<file path="config.mk">
export PLATFORM = sky130hd
export DESIGN_NAME = boot_img_loader
export DESIGN_NICKNAME = d
export VERILOG_FILES = /design/src/rtl/boot_img_loader_pkg.sv /design/src/rtl/boot_img_crc32.sv /design/src/rtl/boot_img_loader.sv
export SDC_FILE = /design/constraint.sdc
export NUM_CORES = 1
export LEC_CHECK = 0
export CAP_MARGIN = 20
export CELL_PAD_IN_SITES_DETAIL_PLACEMENT = 0
export CELL_PAD_IN_SITES_GLOBAL_PLACEMENT = 1
export CORE_MARGIN = 3
export CORE_UTILIZATION = 37
export CTS_BUF_LIST = sky130_fd_sc_hd__clkbuf_4 sky130_fd_sc_hd__clkbuf_8
export DETAILED_ROUTE_END_ITERATION = 12
export GPL_TIMING_DRIVEN = 0
export PLACE_DENSITY_LB_ADDON = 0.1
export REMOVE_ABC_BUFFERS = 1
export SYNTH_ARGS = -nofsm -noshare
export SYNTH_HDL_FRONTEND = slang
export SYNTH_SLANG_ARGS = --single-unit
</file>
<file path="constraint.sdc">
create_clock -name hclk -period 2.95 [get_ports hclk]
set_clock_uncertainty 0.1 [all_clocks]
set_input_delay 0.4425 -clock hclk [delete_from_list [all_inputs] [get_ports hclk]]
set_output_delay 0.4425 -clock hclk [all_outputs]
set_load 0.01 [all_outputs]
</file>
<file path="src/rtl/boot_img_loader_pkg.sv">
// -----------------------------------------------------------------------------
// boot_img_loader_pkg
//   Shared types and constants for the boot-image loader.
//   - state_e     : loader FSM states
//   - CRC_*       : CRC32 polynomial / init / final-XOR constants
//   - crc32_word  : CRC32 update over one 32-bit word, MSB first
//   - bswap32     : byte reversal used on the SRAM write path
// -----------------------------------------------------------------------------
package boot_img_loader_pkg;

    localparam int ADDR_W_DEF = 14;
    localparam int DEPTH_DEF  = 1 << ADDR_W_DEF;

    localparam logic [31:0] CRC_POLY   = 32'h04C1_1DB7;
    localparam logic [31:0] CRC_INIT   = 32'hFFFF_FFFF;
    localparam logic [31:0] CRC_XOROUT = 32'hFFFF_FFFF;

    typedef enum logic [2:0] {
        ST_IDLE,
        ST_CLEAR,
        ST_LOAD,
        ST_CHECK,
        ST_DONE,
        ST_ERR
    } state_e;

    // Non-reflected CRC32, data consumed from bit 31 down to bit 0.
    function automatic logic [31:0] crc32_word(input logic [31:0] crc,
                                               input logic [31:0] data);
        logic [31:0] c;
        c = crc;
        for (int i = 31; i >= 0; i--) begin
            if (c[31] ^ data[i]) c = {c[30:0], 1'b0} ^ CRC_POLY;
            else                 c = {c[30:0], 1'b0};
        end
        return c;
    endfunction

    // Bank0 (bits [7:0]) receives the first byte on the stream (bits [31:24]).
    function automatic logic [31:0] bswap32(input logic [31:0] d);
        return {d[7:0], d[15:8], d[23:16], d[31:24]};
    endfunction

endpackage

</file>
<file path="src/rtl/boot_img_crc32.sv">
// -----------------------------------------------------------------------------
// boot_img_crc32
//   Registered running CRC32 with synchronous clear and update enable.
//   Ports:
//     clk   in   clock
//     rst_b in   synchronous active-low reset (CRC returns to init value)
//     clr   in   reload init value (wins over en)
//     en    in   fold data into the running CRC
//     data  in   32-bit word, consumed MSB first
//     crc   out  running CRC register (no final XOR applied)
// -----------------------------------------------------------------------------
module boot_img_crc32
    import boot_img_loader_pkg::*;
(
    input  logic        clk,
    input  logic        rst_b,
    input  logic        clr,
    input  logic        en,
    input  logic [31:0] data,
    output logic [31:0] crc
);

    logic [31:0] crc_q, crc_d;

    always_comb begin
        crc_d = crc_q;
        if (clr)     crc_d = CRC_INIT;
        else if (en) crc_d = crc32_word(crc_q, data);
    end

    always_ff @(posedge clk) begin
        if (!rst_b) crc_q <= CRC_INIT;
        else        crc_q <= crc_d;
    end

    assign crc = crc_q;

endmodule

</file>
<file path="src/rtl/boot_img_loader.sv">
// -----------------------------------------------------------------------------
// boot_img_loader
//   Loads a 32-bit word stream into the byte-banked ISRAM, optionally zero-
//   filling the data SRAM first, and holds the CPU in reset until the image is
//   committed. All outputs are registered.
//
//   Build option: define BOOT_IMG_LOADER_CRC_EN to check a CRC32 of the image
//   against crc_exp; without it the check always passes.
//
//   Ports:
//     hclk, hrst_b            clock, synchronous active-low reset
//     start, clr_en, img_len  load request (sampled in IDLE only)
//     crc_exp                 expected image CRC32
//     in_vld, in_data, in_rdy word stream handshake
//     sram_*                  SRAM write port (sram_sel: 0=ISRAM, 1=data SRAM)
//     cpu_rst_b, done, err    boot status
// -----------------------------------------------------------------------------
module boot_img_loader
    import boot_img_loader_pkg::*;
#(
    parameter int ADDR_W      = ADDR_W_DEF,
    parameter int DEPTH       = 1 << ADDR_W,
    parameter int TIMEOUT_CYC = 65535
) (
    input  logic              hclk,
    input  logic              hrst_b,
    input  logic              start,
    input  logic              clr_en,
    input  logic [ADDR_W:0]   img_len,
    input  logic [31:0]       crc_exp,
    input  logic              in_vld,
    input  logic [31:0]       in_data,
    output logic              in_rdy,
    output logic              sram_cen_b,
    output logic [3:0]        sram_wen_b,
    output logic [ADDR_W-1:0] sram_addr,
    output logic [31:0]       sram_wdata,
    output logic              sram_sel,
    output logic              cpu_rst_b,
    output logic              done,
    output logic              err
);

    localparam int LEN_W  = ADDR_W + 1;
    localparam int IDLE_W = $clog2(TIMEOUT_CYC + 1);

    localparam logic [LEN_W-1:0]  DEPTH_L = LEN_W'(DEPTH);
    localparam logic [ADDR_W-1:0] LAST_A  = ADDR_W'(DEPTH - 1);
    localparam logic [IDLE_W-1:0] TMO_L   = IDLE_W'(TIMEOUT_CYC);

    state_e              state_q;
    logic [ADDR_W-1:0]   addr_q;
    logic [LEN_W-1:0]    words_q, len_q;
    logic [IDLE_W-1:0]   idle_q;

    logic                in_rdy_q, cen_b_q, sel_q, cpu_rst_b_q, done_q, err_q;
    logic [3:0]          wen_b_q;
    logic [ADDR_W-1:0]   waddr_q;
    logic [31:0]         wdata_q;

    logic                hs;
    logic                crc_ok;

    assign hs = (state_q == ST_LOAD) && in_vld && in_rdy_q;

`ifdef BOOT_IMG_LOADER_CRC_EN
    logic [31:0] crc_q, crc_exp_q;

    boot_img_crc32 u_crc (
        .clk   (hclk),
        .rst_b (hrst_b),
        .clr   ((state_q == ST_IDLE) && start),
        .en    (hs),
        .data  (in_data),
        .crc   (crc_q)
    );

    always_ff @(posedge hclk) begin
        if (!hrst_b)                          crc_exp_q <= '0;
        else if (state_q == ST_IDLE && start) crc_exp_q <= crc_exp;
    end

    assign crc_ok = ((crc_q ^ CRC_XOROUT) == crc_exp_q);
`else
    logic unused_crc_exp;
    assign unused_crc_exp = ^crc_exp;
    assign crc_ok         = 1'b1;
`endif

    always_ff @(posedge hclk) begin
        if (!hrst_b) begin
            state_q     <= ST_IDLE;
            addr_q      <= '0;
            words_q     <= '0;
            len_q       <= '0;
            idle_q      <= '0;
            in_rdy_q    <= 1'b0;
            cen_b_q     <= 1'b1;
            wen_b_q     <= 4'hf;
            waddr_q     <= '0;
            wdata_q     <= '0;
            sel_q       <= 1'b0;
            cpu_rst_b_q <= 1'b0;
            done_q      <= 1'b0;
            err_q       <= 1'b0;
        end else begin
            // Write strobes are single-cycle; address/data simply hold.
            cen_b_q <= 1'b1;
            wen_b_q <= 4'hf;

            case (state_q)
                ST_IDLE: begin
                    if (start) begin
                        len_q   <= img_len;
                        words_q <= '0;
                        idle_q  <= '0;
                        addr_q  <= '0;
                        if (img_len == '0 || img_len > DEPTH_L) begin
                            state_q <= ST_ERR;
                            err_q   <= 1'b1;
                        end else if (clr_en) begin
                            // First zero-fill write goes out on this edge.
                            state_q <= ST_CLEAR;
                            cen_b_q <= 1'b0;
                            wen_b_q <= 4'h0;
                            sel_q   <= 1'b1;
                            waddr_q <= '0;
                            wdata_q <= '0;
                            addr_q  <= ADDR_W'(1);
                        end else begin
                            state_q  <= ST_LOAD;
                            in_rdy_q <= 1'b1;
                        end
                    end
                end

                ST_CLEAR: begin
                    cen_b_q <= 1'b0;
                    wen_b_q <= 4'h0;
                    sel_q   <= 1'b1;
                    waddr_q <= addr_q;
                    wdata_q <= '0;
                    if (addr_q == LAST_A) begin
                        // Last clear write and stream opening share this edge.
                        state_q  <= ST_LOAD;
                        addr_q   <= '0;
                        in_rdy_q <= 1'b1;
                    end else begin
                        addr_q <= addr_q + ADDR_W'(1);
                    end
                end

                ST_LOAD: begin
                    if (hs) begin
                        cen_b_q <= 1'b0;
                        wen_b_q <= 4'h0;
                        sel_q   <= 1'b0;
                        waddr_q <= addr_q;
                        wdata_q <= bswap32(in_data);
                        addr_q  <= addr_q + ADDR_W'(1);
                        words_q <= words_q + LEN_W'(1);
                        idle_q  <= '0;
                        if (words_q + LEN_W'(1) == len_q) begin
                            in_rdy_q <= 1'b0;
                            state_q  <= ST_CHECK;
                        end
                    end else if (idle_q + IDLE_W'(1) == TMO_L) begin
                        in_rdy_q <= 1'b0;
                        err_q    <= 1'b1;
                        state_q  <= ST_ERR;
                    end else begin
                        idle_q <= idle_q + IDLE_W'(1);
                    end
                end

                // CRC register already holds the last word here.
                ST_CHECK: state_q <= crc_ok ? ST_DONE : ST_ERR;

                ST_DONE: begin
                    done_q      <= 1'b1;
                    cpu_rst_b_q <= 1'b1;
                end

                ST_ERR: begin
                    err_q       <= 1'b1;
                    cpu_rst_b_q <= 1'b0;
                end

                default: state_q <= ST_IDLE;
            endcase
        end
    end

    assign in_rdy     = in_rdy_q;
    assign sram_cen_b = cen_b_q;
    assign sram_wen_b = wen_b_q;
    assign sram_addr  = waddr_q;
    assign sram_wdata = wdata_q;
    assign sram_sel   = sel_q;
    assign cpu_rst_b  = cpu_rst_b_q;
    assign done       = done_q;
    assign err        = err_q;

endmodule

</file>
Word level (Yosys, flattened, before mapping) --
Cells that the tools add are included.
Storage, ports and cells: register bits 119, bits of input ports 84, output and inout bits 56, word-level logic and storage cells 117
Operators by class: $add $sub $neg 3, magnitude comparators 1, equality and inequality tests 20, muxes and demuxes 60, bitwise gates (word level) 1, reductions and logical operators 18
Operator list (count):
- 32-bit 2-to-1 mux | 4
- 14-bit 2-to-1 mux | 7
- 32-bit case mux with 3 select lines | 1
- 14-bit case mux with 3 select lines | 2
- 16-bit 2-to-1 mux | 3
- 16-bit case mux with 2 select lines | 1
- 15-bit 2-to-1 mux | 2
- 15-bit case mux with 2 select lines | 1
- 1-bit 2-to-1 mux | 21
- 3-bit 2-to-1 mux | 6
- 16-bit by 1-bit adder with 16-bit output, second input constant | 1
- 16-bit equality test, second input constant | 1
- 4-bit 2-to-1 mux | 4
- 2-bit != test, second input constant | 8
- 15-bit by 1-bit adder with 15-bit output, second input constant | 1
- 15-bit equality test | 1
- 15-bit greater-than comparator, second input constant | 1
- 15-bit logical NOT | 1
- 3-bit case mux with 5 select lines | 1
- 5-bit AND reduction | 3
- 14-bit by 1-bit adder with 14-bit output, second input constant | 1
- 14-bit equality test, second input constant | 1
- 1-bit case mux with 3 select lines | 4
- 4-bit case mux with 3 select lines | 1
- other kinds (18) | 26

Logic depth before layout (Yosys ltp) --
Gate-level depths: netlist of run 1.
depth in word-level cells 5, depth in mapped cells 10, depth with buffers taken out 8

Worst setup path after synthesis of run 1 --
OpenSTA, ideal clock, no wires.
path kind in2reg, start point in img_len[9], end point reg waddr_q[6] (netlist: sram_addr[6]), setup time 0.117 ns, arrival time 2.222 ns, required time 2.733 ns, path slack 0.512 ns, stages on the path 10, buffers on the path 3, cells stage by stage nor4_1 > nand4_1 > xor2_1 > nand2_1 > a31o_1 > clkbuf_1 > and2_0 > clkbuf_1 > buf_2 > a22o_1
On the way: cells in the longest elaborated chain, start to end 4, elaborated cells between the ends (all ways) 5, classes of those cells order compare: 1; eq/ne: 1; reduce/logical: 3
Ends and longest elaborated chain:
- start: declaration | RTL line boot_img_loader.sv:29 | input logic [ADDR_W:0] img_len,
- 15-bit greater-than comparator or 15-bit logical NOT (tied branches) | RTL line boot_img_loader.sv:118 | if (img_len == '0 || img_len > DEPTH_L) begin
- 1-bit logical OR (*) | RTL line boot_img_loader.sv:118
- 2-bit != test (no source line) (*)
- 5-bit AND reduction (no source line) (*)
- end signal: assignment | RTL line boot_img_loader.sv:141 | waddr_q <= addr_q;
- end signal: assignment | RTL line boot_img_loader.sv:158 | waddr_q <= addr_q;
- end: declaration | RTL line boot_img_loader.sv:58 | logic [ADDR_W-1:0] waddr_q;
Mark *: on every way between the ends. The rest lies on a longest branch, timed or not. A chain may end at the register's enable or synchronous reset.

Worst setup path in the final report of run 1 --
start point in img_len[9], end point reg waddr_q[12] (netlist: sram_addr[12])
The elaborated chain is that of the path after synthesis.

==> reports/metrics.yaml, run 1 <==
cp_slowest_cell: "clkdlybuf4s50_1"
dieHeight_microns: 127
io_pins: 140
synth_top_area_share: 0.428
cts_tree: "done"
maxSlewViolCount: 0
layout.nets: 836
drive_gt1_frac: 0.0803
cts-htree-levels: 4
synth.distinct_cells: 65
whs_ns: 0.373
p_leak_nw: 2.52
avgRoutedWirePerCell_microns: 15.4
internal-power_mw: 3.01
hold_path_class: "reg2reg"
peakVddDrop_uv: 403
wirelength_mm: 14.5
dr.pass1.iters: 4
antenna_found_initial: 0
grt_start_max_net_pins: 38
cts.clk_slew.worst_paths_ns: 0.07
grt-ovfl-total: 0
cts_sinks: 115
seq_area_frac_synth: 0.428
yosys-top-cells-area: "dfxtp_1 43%, nor2_1 6.3%, nand2_1 5.6%"
p_sw_frac: 0.349
portBuffers: 107
synthArstFlopShare: 0
ant_nets: 0
fillers: 1375
rsz0062_at_grt: "false"
area_delta_synth_final_pct: 30.4
slew_headroom: 0.358
setup_violations: 0
design.die.area_sq_mm: 0.0160
grt_use_total: 0.184
ys.flop_type: "dfxtp_1"
post-route-drc-count: 0
hpwl_mm: 10.3
ys_ff_latch: 115
die_w_microns: 127
p_sw_mw: 1.61
core_sq_mm: 0.0140
yosysTopAreaCell: "dfxtp_1"
cts_root_buf: "clkbuf_8"
grt_pass1_wl_mm: 24.3
cp-end-kind: "register"
worstSetupPathType: "in2reg"
synth_cells: 656
rows: 43
yosysWarningCount: 0
place_congestion: 0.861
cts_made_buffers: 17
p_clk_frac: 0.297
seqPwrFrac: 0.404
fin_crit_sh: 0.949
power_density_mw_per_mm2: 659
post-route-min-period_ns: 2.80
max_freq_mhz: 357
worstPathArrival_ns: 3.02
yosys.cell_count.top_type: "dfxtp_1"
max_stage_delay_ns: 0.43
run_status: "complete, no violations"
pwr-share-comb: 0.300
drt-initial-drc-count: 330
synth_common_cells: "115 x dfxtp_1, 91 x nor2_1, 80 x nand2_1"
grt_pass1_vias: 4939
crit_path_cell_trace: "clkdlybuf4s50_1, nor4_1, nand4_1, xor2_2, nand2_1, a31o_1, and2_2, a22o_1"
tightest_slew_ns: 0.957
vias: 5020
final_util: 0.500
start_kind: "input pin"
cp_max_fo: 14
hold_viol: 0
clockBufferDepth: 2
max-cap-violations: 0
syn-cell-area_sq_mm: 0.00538
insertedDiodeCount: 0
synth_edf_count: 0
required_ns: 3.17
viasPerCell: 5.34
dp_slack_ns: -0.647
avgSynthCellArea_sq_um: 8.20
start_util: 0.383
final.setup.worst_slack_ns: 0.150
clk-insertion-delay-late_ns: 0.42
per-stage QoR:
step	TNS [ns]	std cells	total power [mW]	area (sq um)
floorplan	-0.128	615	2.65	5190
global placement	-116.70	902	3.16	6490
detailed placement	-15.48	907	3.27	6580
CTS	0	938	4.67	6970
global route	0	940	4.92	7010
finish	0	940	4.62	7010
area by class of cell:
type	instances	area [sq um]	share of cell area
inverters	10	37.5	0.00535
well taps	180	225	0.0321
multi-input cells	490	2910	0.415
flip-flops and latches	115	2300	0.328
clock buffers	22	290	0.0414
clock inverters	9	81.3	0.0116
repair buffers	114	1170	0.167
flip-flops by register name (all words and copies together) (netlist names):
register and cells:
sram_sel 1, len_q 15, words_q 15, sram_wdata 32, in_rdy 1, sram_addr 14
addr_q 14, sram_wen_b 1, err 1, state_q 3, cpu_rst_b 1, done 1
idle_q 16
worst max-delay path, delay by kind of cell:
| kind | cells | cell delay [ns] |
|---|---|---|
| AO/OA/AOI/OAI | 2 | 0.67 |
| XOR/XNOR | 1 | 0.35 |
| buffers and inverters | 1 | 0.43 |
| AND/OR/NAND/NOR | 4 | 1.11 |
per-layer routing:
| metal | part of all wire | global-route usage | vias up | wire length [microns] |
|---|---|---|---|---|
| met2 | 0.47 | 0.295 | 114 | 6750 |
| met1 | 0.46 | 0.233 | 2384 | 6710 |
| li1 | - | - | 2512 | - |
| met5 | 0 | 0 | - | 0 |
| met4 | 0.011 | 0.0574 | 0 | 154 |
| met3 | 0.059 | 0.0636 | 10 | 861 |
cell families (layout without fill, tap and decap cells):
kind of cell	after synthesis	in the layout	share of synthesized area
xor gates and xnor gates	39	39	0.0635
adders and majority gates	4	4	0.00930
and+or+nand+nor	283	283	0.251
muxes	1	1	0.00186
buffers and inverters	51	155	0.0419
AOI/OAI and AO/OA	163	163	0.205
DFF	115	115	0.428
what timing repair did:
item                       CTS  global route
gates resized for setup      3             6
buffers inserted             0             2
hold buffers                 0             0
pin swaps                    0             1
setup endpoints to repair   17            28
placed cells by master, fill, tap and decap left out, types with 5 or more instances in the layout:
cell type,Yosys,routed
a21oi_1,36,36
a22o_1,15,15
a22oi_1,32,32
and2_1,5,5
and3_1,11,10
and4_1,5,5
clkbuf_8,0,20
clkdlybuf4s50_1,0,107
dfxtp_1,115,115
inv_1,9,8
nand2_1,80,80
nand3_1,28,28
nand4_1,11,11
nor2_1,91,90
nor2b_1,5,5
nor3_1,15,14
nor4_1,8,7
o21ai_0,28,28
o21ai_1,7,7
xnor2_1,16,16
xor2_1,23,22
power by group through the flow:
| stage | logic, mW | clock network [mW] | registers [mW] |
|---|---|---|---|
| after floorplan | 0.762 | 0 | 1.89 |
| after CTS | 1.38 | 1.42 | 1.87 |
| after detailed placement | 1.37 | 0 | 1.90 |
| after global placement | 1.27 | 0 | 1.89 |
| after global routing | 1.54 | 1.49 | 1.89 |
| final | 1.38 | 1.37 | 1.86 |
worst paths after layout:
check | start | endpoint | slack (ns) | cells past startpoint
worst max register to register | words_q[0] | state_q[1] | 0.18 | 8
worst max-delay path | img_len[9] | sram_addr[12] | 0.15 | 8
worst min register to register | len_q[13] | len_q[13] | 0.37 | 2
worst min-delay path | len_q[13] | len_q[13] | 0.37 | 2
(Power assumes the default switching activity.)
==> run 2: changes to the inputs <==
--- a/config.mk
+++ b/config.mk
@@ -13,7 +13,7 @@
 export CTS_BUF_LIST = sky130_fd_sc_hd__clkbuf_4 sky130_fd_sc_hd__clkbuf_8
 export DETAILED_ROUTE_END_ITERATION = 12
 export GPL_TIMING_DRIVEN = 0
-export PLACE_DENSITY_LB_ADDON = 0.1
+export PLACE_DENSITY_LB_ADDON = 0.25
 export REMOVE_ABC_BUFFERS = 1
 export SYNTH_ARGS = -nofsm -noshare
 export SYNTH_HDL_FRONTEND = slang
==> run 2 against run 1 <==
Effect of this change:
- clock power barely moved
- critical path depth shrank 1
- die area did not move
- utilization down 0.18 points
- combinational power decreased by 3%
- via count shrank 0.60%
- wire length shrank 2.2%
- sequential share of layout area increased by 0.12 points
- worst setup slack improved by 0.048 ns
- sequential power is essentially flat
- non-clock buffer count is 1 lower
- critical path type is now reg2reg
==> reports/metrics.yaml, run 2 (synthesis gave the netlist of run 1 again) <==
run_status: "complete, no violations"
grt_pass1_wl_mm: 23.8  # -1.9%
hpwl_mm: 10.2  # -1.0%
tightest_slew_ns: 0.967  # +0.00982 ns
mostFrequentLayoutCells: "115 x dfxtp_1, 107 x clkdlybuf4s50_1, 90 x nor2_1, 80 x nand2_1, 36 x a21oi_1"
pwr-share-comb: 0.291  # -0.009
area_delta_synth_final_pct: 29.9
avgRoutedWirePerCell_microns: 15.1  # -2.1%
hold_viol: 0  # unchanged
clockBufferDepth: 2  # unchanged
cts_sinks: 115  # unchanged
rr_startpoint: "words_q[7]"
post-route-min-period_ns: 2.75  # -0.0483 ns
dieHeight_microns: 127  # unchanged
largest_reg_flops: 32  # unchanged
required_ns: 3.17  # about the same
regArea_sq_mm: 0.00230  # unchanged
cts_made_buffers: 17  # unchanged
whs_ns: 0.369  # -0.00361 ns
antenna_found_initial: 0  # unchanged
cts.clk_slew.worst_paths_ns: 0.07  # about the same
fin_crit_sh: 0.933  # -0.0164
start_util: 0.383  # unchanged
max-cap-violations: 0  # unchanged
critPathLaunch: "words_q[7]"
cts_root_buf: "clkbuf_8"
fillers: 1349  # -1.9%
multi_input_area_sq_mm: 0.00290  # -0.30%
seqPwrFrac: 0.405  # about the same
post-route-drc-count: 0  # unchanged
clk-insertion-delay-late_ns: 0.43  # about the same
insertedDiodeCount: 0  # unchanged
grt_use_total: 0.181  # -0.00295
dpl_cell_area_sq_mm: 0.00657  # -0.19%
rows: 43  # unchanged
dp_slack_ns: -0.794  # -0.148 ns
fin_area_sq_mm: 0.00699  # -0.36%
cts_hold_buf: 0  # unchanged
setup_violations: 0  # unchanged
hold_start: "len_q[6]"
crit_end: "state_q[1]"
tns_ns: 0  # unchanged
place_congestion: 0.833  # -3.3%
power_density_mw_per_mm2: 661  # +0.28%
maxSlewViolCount: 0  # unchanged
rsz0062_at_grt: "false"
vias: 4990  # -0.60%
r2r-end: "state_q[1]"
peakVddDrop_uv: 321  # -20%
cts_tree: "done"
p_leak_nw: 2.50  # -1.1%
final.setup.worst_slack_ns: 0.199  # +0.0483 ns
design.die.area_sq_mm: 0.0160  # unchanged
slew_headroom: 0.352  # -0.00659
grt_start_max_net_pins: 37  # -2.6%
layout_commonest_cell: "dfxtp_1"
die_w_microns: 127  # unchanged
grt_pass1_vias: 4889  # -1.0%
max_freq_mhz: 363  # +1.8%
r2r_setup_slack_ns: 0.20  # +0.02 ns
reg2reg_depth: 7  # -1
portBuffers: 107  # unchanged
drt-initial-drc-count: 338  # +2.4%
layout.nets: 835  # -0.12%
io_pins: 140  # unchanged
core_sq_mm: 0.0140  # unchanged
viasPerCell: 5.31  # -0.49%
worstSetupPathType: "reg2reg"
ant_nets: 0  # unchanged
grt-ovfl-total: 0  # unchanged
worstPathArrival_ns: 2.98  # -0.04 ns
cp_max_fo: 11  # -3
cts-htree-levels: 4  # unchanged
p_clk_frac: 0.304  # +0.007
hold_path_class: "reg2reg"
p_sw_frac: 0.345  # -0.00341
dr.pass1.iters: 6  # +2
wirelength_mm: 14.2  # -2.2%
drive_gt1_frac: 0.0804  # +0.000106
cp-end-kind: "register"
p_total_mw: 4.62  # about the same
start_kind: "register"
p_sw_mw: 1.59  # -1.1%
internal-power_mw: 3.02  # +0.45%
[run 2: cell count changes in the layout (fill, tap and decap cells not counted)]
| cell | change |
|---|---|
| nor4b_4 | -1 |
| a31o_2 | +1 |
| clkbuf_8 | -2 |
| buf_8 | +1 |
| clkinv_4 | -1 |
| nor4b_2 | +1 |
| bufinv_16 | +1 |
| a31o_1 | -1 |
| buf_4 | -1 |
| buf_16 | -1 |
| clkinv_2 | +2 |
[run 2: critical path, stage by stage, from the launching register on]
cell     delay (ns)
dfxtp_1        0.57
nand4_1        0.34
or4_1          0.65
xnor2_1        0.17
nand3_1        0.10
nor4b_2        0.36
nor2_1         0.14
a32o_1         0.22
[run 2: what timing repair did]
| action | CTS | global route |
|---|---|---|
| cloned | 0 | 0 |
| pin swaps | 0 | 1 |
| buffers inserted | 0 | 1 |
| setup endpoints to repair | 14 | 31 |
| resized for setup | 3 | 6 |
[run 2: how the worst min path moves through the flow]
stage	endpoint	slack (ns)	cells after the start
finish	len_q[6]	0.37	2
CTS	len_q[14]	0.37	2
global placement	len_q[14]	0.36	2
detailed placement	err	0.36	1
floorplan	len_q[10]	0.35	2
global route	len_q[14]	0.39	2
[run 2: through the flow]
stage	util	std cells
5_1_grt	0.498	939
2_1_floorplan	-	615
3_3_place_gp	0.462	902
3_5_place_dp	0.468	907
6_report	0.498	939
4_1_cts	0.495	938
[run 2: power by group through the flow]
stage	registers (mW)	logic (mW)	clock network (mW)
4_1_cts	1.87	1.34	1.46
3_3_place_gp	1.89	1.26	0
6_report	1.87	1.34	1.40
3_5_place_dp	1.90	1.33	0
5_1_grt	1.89	1.50	1.53
2_1_floorplan	1.89	0.762	0
[run 2: routing by layer]
metal,track usage,up-vias,part of all wire,wire length [microns]
li1,-,2505,-,-
met1,0.225,2382,0.46,6530
met2,0.290,93,0.48,6750
met3,0.0611,10,0.049,687
met4,0.0675,0,0.013,182
met5,0,-,0,0
[run 2: final cells by class]
| class | instances | share of cell area |
|---|---|---|
| Multi-Input combinational cell | 490 | 0.415 |
| Sequential cell | 115 | 0.329 |
| Timing Repair Buffer | 113 | 0.164 |
| Clock buffer | 20 | 0.0376 |
| Tap cell | 180 | 0.0322 |
| Clock inverter | 11 | 0.0161 |
| Inverter | 10 | 0.00537 |
